===== config.mk =====
export PLATFORM = sky130hd
export DESIGN_NAME = delta_accum_scheduler_flat
export DESIGN_NICKNAME = d
export VERILOG_FILES = /design/src/rtl/delta_accum_scheduler_pkg.sv /design/src/rtl/delta_accum_scheduler_if.sv /design/src/rtl/delta_accum_scheduler_arb.sv /design/src/rtl/delta_accum_scheduler.sv /design/src/flat_wrapper.sv
export SDC_FILE = /design/constraint.sdc
export NUM_CORES = 1
export LEC_CHECK = 0
export CAP_MARGIN = 10
export CORE_MARGIN = 8
export CORE_UTILIZATION = 24
export CTS_CLUSTER_SIZE = 20
export DETAILED_ROUTE_END_ITERATION = 12
export GPL_ROUTABILITY_DRIVEN = 0
export PLACE_DENSITY = 0.75
export SETUP_SLACK_MARGIN = 0.05
export SYNTH_ARGS = -nofsm -noshare
export SYNTH_HDL_FRONTEND = slang
export SYNTH_SLANG_ARGS = --single-unit

===== constraint.sdc =====
create_clock -name clock -period 1.67 [get_ports clock]
set_input_delay 0.2505 -clock clock [delete_from_list [all_inputs] [get_ports clock]]
set_output_delay 0.2505 -clock clock [all_outputs]
set_load 0.05 [all_outputs]

===== src/rtl/delta_accum_scheduler_pkg.sv =====
// Shared types, geometry constants and field helper for the delta accumulation scheduler.
// Conflict arbitration is compiled in with DELTA_SCHED_CONFLICT_ARB_EN.
package delta_sched_pkg;

    localparam int INPUT_CHANNEL      = 4;
    localparam int INDEX_NUM          = 4;
    localparam int INDEX_NUM_LOG      = 2;
    localparam int INDEX_WIDTH        = 8;
    localparam int OUTPUT_CHANNEL_LOG = 3;
    localparam int KERNEL_HEIGHT_LOG  = 1;
    localparam int KERNEL_WIDTH_LOG   = 1;

    localparam int IN_CH       = INPUT_CHANNEL;
    localparam int IDX_NUM     = INDEX_NUM;
    localparam int IDX_NUM_LOG = INDEX_NUM_LOG;
    localparam int IDX_W       = INDEX_WIDTH;
    localparam int OC_LOG      = OUTPUT_CHANNEL_LOG;
    localparam int KOFF        = KERNEL_HEIGHT_LOG + KERNEL_WIDTH_LOG;
    localparam int RR_W        = (IN_CH > 1) ? $clog2(IN_CH) : 1;

    typedef enum logic [1:0] {
        IDLE = 2'd0,
        RUN  = 2'd1,
        DONE = 2'd2
    } sched_state_t;

    typedef logic [IDX_NUM_LOG-1:0] idx_ptr_t;
    typedef logic [IDX_NUM_LOG:0]   idx_len_t;
    typedef logic [OC_LOG-1:0]      oc_t;

    localparam idx_len_t LEN_MAX = idx_len_t'(IDX_NUM);

    // Output-channel field of one index entry; bits below KOFF are kernel position.
    function automatic oc_t oc_of(input logic [IDX_W-1:0] entry);
        return oc_t'(entry >> KOFF);
    endfunction

endpackage


===== src/rtl/delta_accum_scheduler_if.sv =====
// Bus between the index-list producer (master) and the scheduler (slave).
// Optional conflict arbitration inside the scheduler: DELTA_SCHED_CONFLICT_ARB_EN.
interface delta_accum_scheduler_if;
    import delta_sched_pkg::*;

    // start is a one-cycle request honoured only while idle; lists and lengths
    // must stay stable until done; w_en[c] means entry index_count[c] is consumed now.
    logic                                      start;
    logic                                      hold;
    idx_len_t [IN_CH-1:0]                      index_len;
    logic [IN_CH-1:0][IDX_NUM-1:0][IDX_W-1:0]  index_vals;
    logic [IN_CH-1:0]                          w_en;
    idx_ptr_t [IN_CH-1:0]                      index_count;
    logic                                      enable;
    logic                                      busy;
    logic                                      done;
    sched_state_t                              state;

    modport master (
        output start, hold, index_len, index_vals,
        input  w_en, index_count, enable, busy, done, state
    );

    modport slave (
        input  start, hold, index_len, index_vals,
        output w_en, index_count, enable, busy, done, state
    );

endinterface


===== src/rtl/delta_accum_scheduler_arb.sv =====
// Round-robin grant of candidate channels, one grant per output channel per cycle.
// Without DELTA_SCHED_CONFLICT_ARB_EN every candidate is granted unconditionally.
module rr_conflict_arbiter
    import delta_sched_pkg::*;
(
    input  logic [IN_CH-1:0] cand_i,
`ifdef DELTA_SCHED_CONFLICT_ARB_EN
    input  oc_t [IN_CH-1:0]  tgt_i,
    input  logic [RR_W-1:0]  rr_i,
`endif
    output logic [IN_CH-1:0] grant_o
);

`ifdef DELTA_SCHED_CONFLICT_ARB_EN
    localparam int SUM_W = RR_W + 1;

    logic [(1<<OC_LOG)-1:0] taken;
    logic [SUM_W-1:0]       sum;
    logic [RR_W-1:0]        ch;

    // taken marks output channels already claimed earlier in this scan.
    always_comb begin
        grant_o = '0;
        taken   = '0;
        sum     = '0;
        ch      = '0;
        for (int i = 0; i < IN_CH; i++) begin
            sum = {1'b0, rr_i} + SUM_W'(i);
            if (sum >= SUM_W'(IN_CH)) begin
                sum = sum - SUM_W'(IN_CH);
            end
            ch = sum[RR_W-1:0];
            if (cand_i[ch] && !taken[tgt_i[ch]]) begin
                grant_o[ch]        = 1'b1;
                taken[tgt_i[ch]]   = 1'b1;
            end
        end
    end
`else
    assign grant_o = cand_i;
`endif

endmodule


===== src/rtl/delta_accum_scheduler.sv =====
// Walks each input channel's index list and issues per-channel write grants.
// DELTA_SCHED_CONFLICT_ARB_EN enables output-channel conflict arbitration.
module delta_accum_scheduler
    import delta_sched_pkg::*;
(
    input  logic                    clock,
    input  logic                    reset,
    delta_accum_scheduler_if.slave  bus
);

    sched_state_t          state_q, state_d;
    idx_len_t [IN_CH-1:0]  rem_q, rem_d;
    idx_ptr_t [IN_CH-1:0]  cnt_q, cnt_d;
    logic [IN_CH-1:0]      cand;
    logic [IN_CH-1:0]      grant;
    logic [IN_CH-1:0]      w_en;
    logic                  run_go;
    logic                  any_len;

`ifdef DELTA_SCHED_CONFLICT_ARB_EN
    logic [RR_W-1:0]       rr_q, rr_d;
    oc_t [IN_CH-1:0]       tgt;

    always_comb begin
        for (int c = 0; c < IN_CH; c++) begin
            tgt[c] = oc_of(bus.index_vals[c][cnt_q[c]]);
        end
    end
`endif

    always_comb begin
        for (int c = 0; c < IN_CH; c++) begin
            cand[c] = (rem_q[c] != '0);
        end
    end

    rr_conflict_arbiter u_arb (
        .cand_i  (cand),
`ifdef DELTA_SCHED_CONFLICT_ARB_EN
        .tgt_i   (tgt),
        .rr_i    (rr_q),
`endif
        .grant_o (grant)
    );

    assign run_go = (state_q == RUN) && !bus.hold;
    assign w_en   = run_go ? grant : '0;

    always_comb begin
        state_d = state_q;
        rem_d   = rem_q;
        cnt_d   = cnt_q;
        any_len = 1'b0;
`ifdef DELTA_SCHED_CONFLICT_ARB_EN
        rr_d    = rr_q;
`endif
        case (state_q)
            IDLE: begin
                if (bus.start) begin
                    for (int c = 0; c < IN_CH; c++) begin
                        rem_d[c] = (bus.index_len[c] > LEN_MAX) ? LEN_MAX : bus.index_len[c];
                        cnt_d[c] = '0;
                        any_len  = any_len | (bus.index_len[c] != '0);
                    end
`ifdef DELTA_SCHED_CONFLICT_ARB_EN
                    rr_d = '0;
`endif
                    state_d = any_len ? RUN : DONE;
                end
            end
            RUN: begin
                if (!bus.hold) begin
                    for (int c = 0; c < IN_CH; c++) begin
                        if (w_en[c]) begin
                            cnt_d[c] = cnt_q[c] + idx_ptr_t'(1);
                            rem_d[c] = rem_q[c] - idx_len_t'(1);
                        end
                    end
`ifdef DELTA_SCHED_CONFLICT_ARB_EN
                    rr_d = (rr_q == RR_W'(IN_CH - 1)) ? '0 : rr_q + RR_W'(1);
`endif
                end
                // Exit only once a cycle has observed every list drained.
                if (rem_q == '0) begin
                    state_d = DONE;
                end
            end
            DONE: state_d = IDLE;
            default: state_d = IDLE;
        endcase
    end

    always_ff @(posedge clock) begin
        if (reset) begin
            state_q <= IDLE;
            rem_q   <= '0;
            cnt_q   <= '0;
`ifdef DELTA_SCHED_CONFLICT_ARB_EN
            rr_q    <= '0;
`endif
        end else begin
            state_q <= state_d;
            rem_q   <= rem_d;
            cnt_q   <= cnt_d;
`ifdef DELTA_SCHED_CONFLICT_ARB_EN
            rr_q    <= rr_d;
`endif
        end
    end

    assign bus.w_en        = w_en;
    assign bus.index_count = cnt_q;
    assign bus.enable      = run_go;
    assign bus.busy        = (state_q == RUN) || (state_q == DONE);
    assign bus.done        = (state_q == DONE);
    assign bus.state       = state_q;

endmodule


===== src/flat_wrapper.sv =====
// flat-port wrapper written by rule: the top's interface ports become plain ports
module delta_accum_scheduler_flat import delta_sched_pkg::*;
  (clock, reset, bus_start, bus_hold, bus_index_len, bus_index_vals, bus_w_en, bus_index_count, bus_enable, bus_busy, bus_done, bus_state);
  delta_accum_scheduler_if bus_i ();
  input  logic clock;
  input  logic reset;
  input wire logic [$bits(bus_i.start)-1:0] bus_start;
  input wire logic [$bits(bus_i.hold)-1:0] bus_hold;
  input wire logic [$bits(bus_i.index_len)-1:0] bus_index_len;
  input wire logic [$bits(bus_i.index_vals)-1:0] bus_index_vals;
  output wire logic [$bits(bus_i.w_en)-1:0] bus_w_en;
  output wire logic [$bits(bus_i.index_count)-1:0] bus_index_count;
  output wire logic [$bits(bus_i.enable)-1:0] bus_enable;
  output wire logic [$bits(bus_i.busy)-1:0] bus_busy;
  output wire logic [$bits(bus_i.done)-1:0] bus_done;
  output wire logic [$bits(bus_i.state)-1:0] bus_state;
  assign bus_i.start = bus_start;
  assign bus_i.hold = bus_hold;
  assign bus_i.index_len = bus_index_len;
  assign bus_i.index_vals = bus_index_vals;
  assign bus_w_en = bus_i.w_en;
  assign bus_index_count = bus_i.index_count;
  assign bus_enable = bus_i.enable;
  assign bus_busy = bus_i.busy;
  assign bus_done = bus_i.done;
  assign bus_state = bus_i.state;
  delta_accum_scheduler u_core (.clock(clock), .reset(reset), .bus(bus_i));
endmodule

==> impl_metrics.env <==
export IMPL_critPathSlowestCell="dfxtp_2"
export IMPL_via_per_inst=4.95
export IMPL_critPathLaunchType="flop"
export IMPL_overflow=0
export IMPL_antenna_found_initial=0
export IMPL_die_area_um2=8150
export IMPL_reg2regPathDepth=7
export IMPL_die_y_um=90.3
export IMPL_drive_gt1_frac=0.375
export IMPL_n_antenna_cell=0
export IMPL_initial_core_util=0.245
export IMPL_hpwl_mm=3.03
export IMPL_synthesis_area_um2=1330
export IMPL_p_sw_frac=0.453
export IMPL_crit_top_cell="ha_4"
export IMPL_pwr_share_clk=0.082
export IMPL_p_sw_w=0.00188
export IMPL_synth_edf_count=0
export IMPL_grt_pass1_wl_mm=6.87
export IMPL_slowest_delay_ns=0.34
export IMPL_p_per_area_nw_per_um2=1920
export IMPL_p_seq_frac=0.213
export IMPL_yosys_cell_types_count=35
export IMPL_grt_usage=0.100
export IMPL_root_buffer="clkbuf_8"
export IMPL_power_w=0.00415
export IMPL_drtIter0Drc=148
export IMPL_critPathCaptureType="output port"
export IMPL_finalCritPeriodShare=0.962
export IMPL_p_int_w=0.00227
export IMPL_yosys_top_cells_area="dfxtp_1 (33%), ha_1 (10%), inv_1 (6.2%), a21oi_1 (5.3%), nor2_1 (4.5%)"
export IMPL_combPwrFrac=0.705
export IMPL_ys_seq_elements=22
export IMPL_io_buffers=32
export IMPL_register_area_um2=459
export IMPL_cp_top_family="flip-flops"
export IMPL_areaGrowthSynthToFinish_pct=63.2
export IMPL_cts_buffer_depth=2
export IMPL_worstSetupPathType="reg2out"
export IMPL_multi_input_area_um2=943
export IMPL_cts_htree_levels=1
export IMPL_grt_max_degree=22
export IMPL_io_pins=161
export IMPL_fin_nets=381
export IMPL_hold_viol=0
export IMPL_seq_area_frac_synth=0.332
export IMPL_synthFlopType="dfxtp_1"
export IMPL_p_leak_nw=0.856
export IMPL_irDropWorstVdd_mv=0.740
export IMPL_critPathBufInv=3
export IMPL_die_x_um=90.3
export IMPL_cp_depth=6
export IMPL_drt_first_pass_iters=4
export IMPL_synth_top_cell_area_share=0.332
export IMPL_drtAntennaViolNets=0
export IMPL_finish_utilization=0.400
export IMPL_synth_top_cell_by_area="dfxtp_1"
export IMPL_n_fill_cell=530
export IMPL_rsz0062_at_grt="yes"
export IMPL_hold_path_class="reg2reg"
export IMPL_status="completed"
export IMPL_synthArstFlopShare=0
export IMPL_clk_pin_slew_worst_paths_ns=0.08
export IMPL_clk_latency_ns=0.27
export IMPL_dr_total_vias=1465
export IMPL_cp_data_required_time_ns=1.42
export IMPL_max_cap_violations=0
export IMPL_synth_nets=328
export IMPL_placed_cell_area_um2=1900
export IMPL_synth_common_cells="dfxtp_1 (22), inv_1 (22), nor2_1 (16)"
export IMPL_drc_errors=0
export IMPL_core_um2=5410
export IMPL_finalSetupViolCount=0
export IMPL_syn_inst=173
export IMPL_ctsHoldBuffers=0
export IMPL_final_area_um2=2160
export IMPL_cts_sinks=22
export IMPL_whs_ns=0.497
export IMPL_worstMarginPinSlew_ns=0.436
export IMPL_cp_max_fo=2
export IMPL_reg2reg_setup_slack_ns=0.10
export IMPL_syn_avg_cell_area_um2=7.66
export IMPL_synth_warnings=0
export IMPL_slew_headroom=0.706
export IMPL_period_needed_ns=1.61
export IMPL_row_count=27
export IMPL_routed_wirelength_mm=4.29
export IMPL_max_freq_ghz=0.623
export IMPL_grt_pass1_vias=1426
export IMPL_final_max_slew_viol_count=0
export IMPL_finClkSkew_ns=0.00144
export IMPL_arrival_ns=1.36
export IMPL_path_cells="inv_2, ha_4, ha_4, buf_6, nor2_4, buf_12"
export IMPL_cts_tree="done"
export IMPL_hold_depth=2
export IMPL_numCtsBuffers=3
export IMPL_wl_per_cell_um=14.5
-- routing by layer --
layer  part of all wire  vias to the layer above  track usage
met5                  0                        -            0
met4              0.019                        0       0.0319
met3              0.073                        9       0.0291
met2               0.47                       66        0.162
met1               0.43                      670        0.124
li1                   -                      720            -
-- path summary, 6_finish.rpt --
kind | start | endpoint
worst min-delay path | u_core.rem_q[1] | u_core.rem_q[1]
worst max-delay path | u_core.rem_q[0] | bus_w_en[0]
worst max register to register | u_core.rem_q[9] | u_core.bus.index_count[6]
worst min register to register | u_core.rem_q[1] | u_core.rem_q[1]
-- area by class of cell --
| cell class | instances | share of cell area |
|---|---|---|
| inverter | 22 | 0.0405 |
| clock buffer | 3 | 0.0191 |
| tap | 72 | 0.0417 |
| timing repair buffer | 54 | 0.250 |
| sequential | 22 | 0.212 |
| multi-input combinational | 123 | 0.436 |
-- power groups by stage --
stage	Clock, W	Sequential [W]	Combinational (W)
2_1_floorplan	0	0.000964	0.00138
3_3_place_gp	0	0.000823	0.00232
3_5_place_dp	0	0.000833	0.00236
4_1_cts	0.000343	0.000843	0.00255
5_1_grt	0.000372	0.000904	0.00322
6_report	0.000340	0.000884	0.00293
-- worst min-delay path: stages (launching register included) --
cell and delay, ns:
dfxtp_1 0.31, inv_2 0.07, a211oi_1 0.06
-- metrics by stage --
| step | setup WS (ns) | setup TNS (ns) | std cells |
|---|---|---|---|
| 2_1_floorplan | 0.0575 | 0 | 173 |
| 3_3_place_gp | -0.105 | -0.565 | 286 |
| 3_5_place_dp | -0.108 | -0.642 | 286 |
| 4_1_cts | 0.0286 | 0 | 291 |
| 5_1_grt | 0.0128 | 0 | 296 |
| 6_report | 0.0639 | 0 | 296 |
-- logic make-up after synthesis --
family,after synthesis,share of synthesized area
multiplexers,2,0.0189
adder cells (fa/ha/maj),11,0.104
AO/OA/AOI/OAI,46,0.208
AND/OR/NAND/NOR,63,0.247
flip-flops,22,0.332
buffers and inverters,29,0.0897
-- sequential cells by signal, indices dropped and copies added, names as in the netlist --
register	flops
u_core.rem_q	12
u_core.bus.index_count	8
u_core.bus.state	2
-- placed cells by master, fill, tap and decap left out, drive strengths merged, types with 2 or more instances in the layout --
cell and n:
nand3 6, a31oi 8, mux2 2, a21oi 14, clkbuf 3, buf 39
ha 11, and2 3, nor2b 2, or3 3, nand2b 2, o31ai 2
nand4 7, nor2 16, a211oi 4, o21ai 11, dfxtp 22, nor4 4
inv 22, nand2 15, nand4b 3, clkdlybuf4s50 14
-- repair_timing --
action | 4_1_cts | 5_1_grt
hold endpoints to repair | 0 | 0
pin swaps | 5 | 9
resized for setup | 23 | 26
setup buffers | 2 | 4
cloned | 0 | 1
setup endpoints to repair | 9 | 24
No activity file was read; power rests on OpenSTA's default activity.
